$ cat src/rtl/spi_rx_frame_ctrl.sv
// rtl/spi_rx_frame_ctrl.sv - SPI slave receive sequencer with pin sync, word assembly and valid/ack holding register
module spi_rx_frame_ctrl #(
    parameter int DATA_W      = 8,
    parameter int SYNC_STAGES = 2
) (
    input  logic              clk,
    input  logic              rst,
    input  logic              sck,
    input  logic              cs_n,
    input  logic              mosi,
    input  logic              byte_ack,
    output logic [DATA_W-1:0] byte_data,
    output logic [3:0]        data1,
    output logic [3:0]        data2,
    output logic              byte_valid,
    output logic              busy,
    output logic              overrun,
    output logic              abort_err,
    output logic [7:0]        byte_count
);

    localparam int              CW       = $clog2(DATA_W);
    localparam logic [CW-1:0]   LAST_BIT = CW'(DATA_W - 1);
    localparam logic [0:0]      S_IDLE   = 1'b0;
    localparam logic [0:0]      S_ACTIVE = 1'b1;

    logic [SYNC_STAGES-1:0] sck_sync_q, cs_sync_q, mosi_sync_q;
    logic                   sck_prev_q, cs_prev_q;
    logic [0:0]             state_q, state_d;
    logic [CW-1:0]          bit_cnt_q, bit_cnt_d;
    logic [DATA_W-1:0]      shift_q, shift_d;
    logic [DATA_W-1:0]      byte_data_q, byte_data_d;
    logic                   byte_valid_q, byte_valid_d;
    logic                   overrun_q, overrun_d;
    logic                   abort_q, abort_d;
    logic [7:0]             count_q, count_d;

    logic sck_s, cs_s, mosi_s;
    logic sck_rise, cs_fall, cs_rise;
    logic word_done, frame_start;

    assign sck_s    = sck_sync_q[SYNC_STAGES-1];
    assign cs_s     = cs_sync_q[SYNC_STAGES-1];
    assign mosi_s   = mosi_sync_q[SYNC_STAGES-1];
    assign sck_rise = sck_s & ~sck_prev_q;
    assign cs_fall  = ~cs_s & cs_prev_q;
    assign cs_rise  = cs_s & ~cs_prev_q;

    // An sck edge landing with cs_n rising is shifted first, so the abort test sees the updated count.
    always_comb begin
        state_d     = state_q;
        bit_cnt_d   = bit_cnt_q;
        shift_d     = shift_q;
        word_done   = 1'b0;
        frame_start = 1'b0;
        abort_d     = 1'b0;
        if (state_q == S_IDLE) begin
            if (cs_fall) begin
                state_d     = S_ACTIVE;
                bit_cnt_d   = '0;
                frame_start = 1'b1;
            end
        end else begin
            if (sck_rise) begin
                shift_d = {shift_q[DATA_W-2:0], mosi_s};
                if (bit_cnt_q == LAST_BIT) begin
                    bit_cnt_d = '0;
                    word_done = 1'b1;
                end else begin
                    bit_cnt_d = bit_cnt_q + 1'b1;
                end
            end
            if (cs_rise) begin
                state_d   = S_IDLE;
                abort_d   = (bit_cnt_d != '0);
                bit_cnt_d = '0;
            end
        end
    end

    always_comb begin
        byte_data_d  = byte_data_q;
        byte_valid_d = byte_valid_q;
        overrun_d    = overrun_q;
        count_d      = count_q;
        if (frame_start) begin
            overrun_d = 1'b0;
            count_d   = '0;
        end
        if (word_done) begin
            if (count_q != 8'hFF) begin
                count_d = count_q + 8'd1;
            end
            // A same-cycle ack frees the holding register, so the new word is taken instead of dropped.
            if (!byte_valid_q || byte_ack) begin
                byte_data_d  = shift_d;
                byte_valid_d = 1'b1;
            end else begin
                overrun_d = 1'b1;
            end
        end else if (byte_valid_q && byte_ack) begin
            byte_valid_d = 1'b0;
        end
    end

    always_ff @(posedge clk or negedge rst) begin
        if (!rst) begin
            sck_sync_q   <= '0;
            cs_sync_q    <= '0;
            mosi_sync_q  <= '0;
            sck_prev_q   <= 1'b0;
            cs_prev_q    <= 1'b0;
            state_q      <= S_IDLE;
            bit_cnt_q    <= '0;
            shift_q      <= '0;
            byte_data_q  <= '0;
            byte_valid_q <= 1'b0;
            overrun_q    <= 1'b0;
            abort_q      <= 1'b0;
            count_q      <= '0;
        end else begin
            sck_sync_q   <= {sck_sync_q[SYNC_STAGES-2:0], sck};
            cs_sync_q    <= {cs_sync_q[SYNC_STAGES-2:0], cs_n};
            mosi_sync_q  <= {mosi_sync_q[SYNC_STAGES-2:0], mosi};
            sck_prev_q   <= sck_s;
            cs_prev_q    <= cs_s;
            state_q      <= state_d;
            bit_cnt_q    <= bit_cnt_d;
            shift_q      <= shift_d;
            byte_data_q  <= byte_data_d;
            byte_valid_q <= byte_valid_d;
            overrun_q    <= overrun_d;
            abort_q      <= abort_d;
            count_q      <= count_d;
        end
    end

    logic [7:0] byte8;
    generate
        if (DATA_W >= 8) begin : g_wide
            assign byte8 = byte_data_q[7:0];
        end else begin : g_narrow
            assign byte8 = {{(8-DATA_W){1'b0}}, byte_data_q};
        end
    endgenerate

    assign byte_data  = byte_data_q;
    assign data1      = byte8[3:0];
    assign data2      = byte8[7:4];
    assign byte_valid = byte_valid_q;
    assign busy       = (state_q == S_ACTIVE);
    assign overrun    = overrun_q;
    assign abort_err  = abort_q;
    assign byte_count = count_q;

endmodule

$ cat config.mk
export PLATFORM = sky130hd
export DESIGN_NAME = spi_rx_frame_ctrl
export DESIGN_NICKNAME = d
export VERILOG_FILES = /design/src/rtl/spi_rx_frame_ctrl.sv
export SDC_FILE = /design/constraint.sdc
export NUM_CORES = 1
export LEC_CHECK = 0
export ABC_AREA = 1
export BUFFER_PORTS_ARGS = -buffer_cell sky130_fd_sc_hd__buf_2
export CORE_MARGIN = 1.5
export CORE_UTILIZATION = 24
export DETAILED_ROUTE_END_ITERATION = 10
export GPL_ROUTABILITY_DRIVEN = 0
export PLACE_DENSITY = 0.46
export SLEW_MARGIN = 20
export SYNTH_ARGS = -nofsm -noshare
export SYNTH_HDL_FRONTEND = slang
export SYNTH_SLANG_ARGS = --single-unit
export TNS_END_PERCENT = 100
$ cat constraint.sdc
create_clock -name clk -period 1.9 [get_ports clk]
set_input_delay 0.095 -clock clk [delete_from_list [all_inputs] [get_ports clk]]
set_output_delay 0.095 -clock clk [all_outputs]
set_load 0.1 [all_outputs]
# [After elaboration in Yosys (flattened, before gate mapping)]
# Index checks and enable logic that the tools add are counted.
[totals] input_bits=6 latchBits=0 output_inout_bits=28 reg_bits=39 memories=0 elab_cells=58 rom_bits=0 mem_bits_rw=0
[classes] multipliers=0 magnitude_cmp=0 n_eq_ne=3 shift=0 bitwise=6 div=0 n_mux=26 n_addsub=2 n_reduce_logical=8
[ops] op="8-bit two-way mux" n=5
[ops] op="3-bit two-way mux" n=6
[ops] op="1-bit two-way mux" n=15
[ops] op="8-bit by 1-bit adder with 8-bit output, second input constant" n=1
[ops] op="8-bit != test, second input constant" n=1
[ops] op="2-bit AND reduction" n=2
[ops] op="2-bit nonzero test" n=2
[ops] op="3-bit by 1-bit adder with 3-bit output, second input constant" n=1
[ops] op="1-bit bitwise AND" n=3
[ops] op="3-bit equality test, second input constant" n=1
[ops] op="1-bit NOT" n=3
[ops] op="3-bit nonzero test" n=1
[ops] op="2-bit by 1-bit != test with 1-bit output, second input constant" n=1
[ops] op="1-bit logical AND" n=1
[ops] op="1-bit logical NOT" n=1
[ops] op="1-bit logical OR" n=1

# [Depth between registers and ports, before layout]
[logic_depth] depth_word=7 ltp_mapped=8 mapped_depth_nobuf=8

# [Worst setup path after synthesis]
# OpenSTA, ideal clock, no wires.
[synth_timing] path_kind="register to register" start="register count_q[0], in the netlist byte_count[0]" end="register count_q[2], in the netlist byte_count[2]" setup_ps=115 slack_ps=-142 arrival_ps=1926 stages_incl_launch_ff=9 required_time_ps=1785 cell_sequence="dfrtp_1 > ha_1 > nand2_1 > inv_1 > nand3_2 > nand2_2 > inv_2 > nor2_1 > nor2_1"
[synth_between] elab_chain_len=3
[synth_lines] item="from (decl)" line="36" source="logic [7:0] count_q, count_d;"
[synth_lines] item="from (signal assigned)" line="134" source="count_q <= count_d;"
[synth_lines] item="8-bit by 1-bit adder with 8-bit output or 8-bit != test (tied branches)" line="92, 91"
[synth_lines] item="8-bit two-way mux (*)" line="91" source="if (count_q != 8'hFF) begin"
[synth_lines] item="8-bit two-way mux (*)" line="90" source="if (word_done) begin"
[synth_lines] item="named net count_d[2]" line="36"
# The timed path passes the listed nets; every way through them passes the cells marked *.
# A chain may end at the register's enable or synchronous reset.

# [Final worst setup path]
[layout_timing] start="register bit_cnt_q[0]" end="register abort_q, in the netlist abort_err"
[layout_between] elab_chain_len=7
[layout_lines] item="from (decl)" line="30" source="logic [CW-1:0] bit_cnt_q, bit_cnt_d;"
[layout_lines] item="from (signal assigned)" line="128" source="bit_cnt_q <= bit_cnt_d;"
[layout_lines] item="3-bit by 1-bit adder with 3-bit output or 3-bit equality test (tied branches)" line="70, 66"
[layout_lines] item="3-bit two-way mux" line="66" source="if (bit_cnt_q == LAST_BIT) begin"
[layout_lines] item="3-bit two-way mux (*)" line="64" source="if (sck_rise) begin"
[layout_lines] item="3-bit two-way mux (*)" line="57" source="if (state_q == S_IDLE) begin"
[layout_lines] item="3-bit nonzero test (*)" line="75" source="abort_d = (bit_cnt_d != '0);"
[layout_lines] item="1-bit two-way mux (*)" line="73" source="if (cs_rise) begin"
[layout_lines] item="1-bit two-way mux (*)" line="57"
[layout_lines] item="named net abort_d" line="35" source="logic abort_q, abort_d;"
[layout_lines] item="to (signal assigned)" line="133" source="abort_q <= abort_d;"
[layout_lines] item="to (decl)" line="35"
# The timed path passes the listed nets; every way through them passes the cells marked *. The select of a mux whose other input is x is not followed.

==> results.sh <==
export IMPL_status="finished, final reports clean"
export IMPL_drc=0
export IMPL_period_share=0.767
export IMPL_vias=1385
export IMPL_grt_overflow_total=0
export IMPL_hold_viol_final=0
export IMPL_syn_to_final_growth_pct=20.7
export IMPL_period_minus_slack_ns=1.46
export IMPL_synth_edf_count=0
export IMPL_antenna_found_initial=0
export IMPL_path_clk_slew_ns=0.08
export IMPL_clk_insertion_delay_late_ns=0.28
export IMPL_synth_ff_type="dfrtp_1"
export IMPL_final_seq_area_sq_um=980
export IMPL_synth_warnings=0
export IMPL_htreeDepth=2
export IMPL_rsz0062_at_grt="no"
export IMPL_syn_nets=213
export IMPL_die_area_sq_um=7950
export IMPL_yosysMostFrequentCell="nand2_1"
export IMPL_yosysSeqAreaShare=0.547
export IMPL_critPathLaunchType="flip-flop"
export IMPL_slew_headroom=0.672
export IMPL_yosys_cell_types_count=24
export IMPL_crit_fanout=3
export IMPL_antenna_left=0
export IMPL_yosys_top_cells_count="nand2_1 (74), dfrtp_1 (39), inv_1 (15)"
export IMPL_cts_buffers=5
export IMPL_drtIter0Drc=52
export IMPL_place_hpwl_um=2590
export IMPL_synth_seq_cells=39
export IMPL_async_flop_share=1.00
export IMPL_peakVddDrop_uv=324
export IMPL_synth_top_cell_area_share=0.547
export IMPL_p_per_area_nw_per_um2=844
export IMPL_synth_top_area_cell="dfrtp_1"
export IMPL_die_w_um=89.2
export IMPL_fp_row_count=31
export IMPL_fin_tns_setup_ns=0
export IMPL_required_ns=2.08
export IMPL_die_height_um=89.2
export IMPL_portBuffers=33
export IMPL_post_dp_cell_area_sq_um=2030
export IMPL_netlist_area_sq_um=1780
export IMPL_drv_slew=0
export IMPL_diodes=0
export IMPL_cts_resized_gates=0
export IMPL_vias_per_cell=4.07
export IMPL_syn_avg_cell_area_sq_um=8.74
export IMPL_power_total_mw=1.82
export IMPL_grt_pass1_wl_um=6400
export IMPL_postLayoutSetupSlackWorst_ns=0.443
export IMPL_ys_top_cells_by_area="dfrtp_1 (55%), nand2_1 (16%), nand3_1 (3.4%), buf_4 (3.4%), inv_1 (3.2%)"
export IMPL_pre_cts_slack_ns=0.442
export IMPL_drv_cap=0
export IMPL_hp_class="input pin to asynchronous set/reset pin"
export IMPL_start_util=0.247
export IMPL_finClkSkew_ns=0.00416
export IMPL_setup_violations=0
export IMPL_multi_input_area_sq_um=658
export IMPL_first_pass_iters=3
export IMPL_grt_pass1_vias=1357
export IMPL_critical_path_class="flip-flop to flip-flop"
export IMPL_drive_gt1_frac=0.241
export IMPL_fmax_mhz=686
export IMPL_fin_nets=249
export IMPL_endpoint_kind="flip-flop"
export IMPL_arrival_ns=1.64
export IMPL_grt_util_all_layers=0.105
export IMPL_grt_max_degree=29
export IMPL_drt_total_wl_um=3690
export IMPL_core_sq_um=7210
export IMPL_fill_cells=787
export IMPL_cts_tree="built"
export IMPL_cts_hold_buffers=4
export IMPL_post_cts_setup_buffer_count=0
export IMPL_tightestPinTransition_ns=0.495
export IMPL_clock_sinks=39
export IMPL_wl_per_cell_um=10.8
export IMPL_cts_root_buf="clkbuf_8"
export IMPL_synthCells=204
export IMPL_ctsLongestPathBuffers=2
export IMPL_num_io_pins=34
export IMPL_power_leakage_nw=1.17
export IMPL_fin_area_sq_um=2150
-- per-stage QoR --
stage / util / hold slack, ns / cells
6_report: 0.298 / 0.241 / 340
5_1_grt: 0.298 / 0.276 / 340
4_1_cts: 0.298 / 0.250 / 340
3_5_place_dp: 0.281 / 0.0226 / 328
3_3_place_gp: 0.281 / 0.0259 / 328
2_1_floorplan: - / -0.201 / 204
-- cells by family after synthesis --
logic type	after synthesis	synth area share
simple gates	110	0.279
fa+ha+maj	3	0.0211
flops	39	0.547
buf+inv	28	0.0835
compound gates	24	0.0695
-- sequential cells by signal, summed over array words and instances, names as in the netlist, 2 cells and up --
signal / cells
mosi_sync_q: 2
sck_sync_q: 2
cs_sync_q: 2
byte_count: 8
shift_q: 8
bit_cnt_q: 3
byte_data: 8
-- cells in the final DEF, fill, tap and decap left out, types with 3 or more instances in the layout --
cell and count:
nand2_1 74, dfrtp_1 36, buf_2 33, inv_1 15
nand3_1 12, o21ai_1 10, nor2_1 10, o21ai_0 8
clkbuf_8 5, dlygate4sd3_1 4, a21oi_1 3, nor2_4 3
o22ai_1 3, ha_1 3, dfrtp_2 3
-- critical path, stage by stage, from the launching register on --
cell     delay, ns
dfrtp_1       0.37
ha_1          0.16
ha_1          0.24
nor2_1        0.07
o21ai_0       0.25
nand3_1       0.12
nand2_1       0.09
inv_1         0.04
-- power by group --
group / total [mW] / leakage, nW / internal (mW) / switching (mW)
Clock: 0.544 / 0.0412 / 0.257 / 0.287
Sequential: 0.976 / 0.513 / 0.925 / 0.0510
Combinational: 0.298 / 0.614 / 0.0807 / 0.217
-- cell type report --
type | count | share of cell area
Sequential cell | 39 | 0.455
Multi-Input combinational cell | 137 | 0.306
Timing Repair Buffer | 39 | 0.108
Tap cell | 99 | 0.0576
Clock buffer | 6 | 0.0337
Inverter | 18 | 0.0337
Clock inverter | 2 | 0.00581
-- worst paths after layout --
path / startpoint / to / slack (ns) / cells past startpoint
max: bit_cnt_q[0] / abort_err / 0.44 / 7
min: rst / abort_err / 0.24 / 2
max reg2reg: bit_cnt_q[0] / abort_err / 0.44 / 7
min reg2reg: cs_sync_q[0] / cs_sync_q[1] / 0.35 / 0
max in group asynchronous: rst / busy / 1.20 / 3
min in group clk: byte_ack / byte_valid / 0.25 / 5
-- per-layer routing --
layer	part of all wire	GRT usage
met4	0.0084	0.0294
met1	0.48	0.131
met2	0.47	0.178
met5	0	0
met3	0.036	0.0305
(Power assumes the default switching activity.)
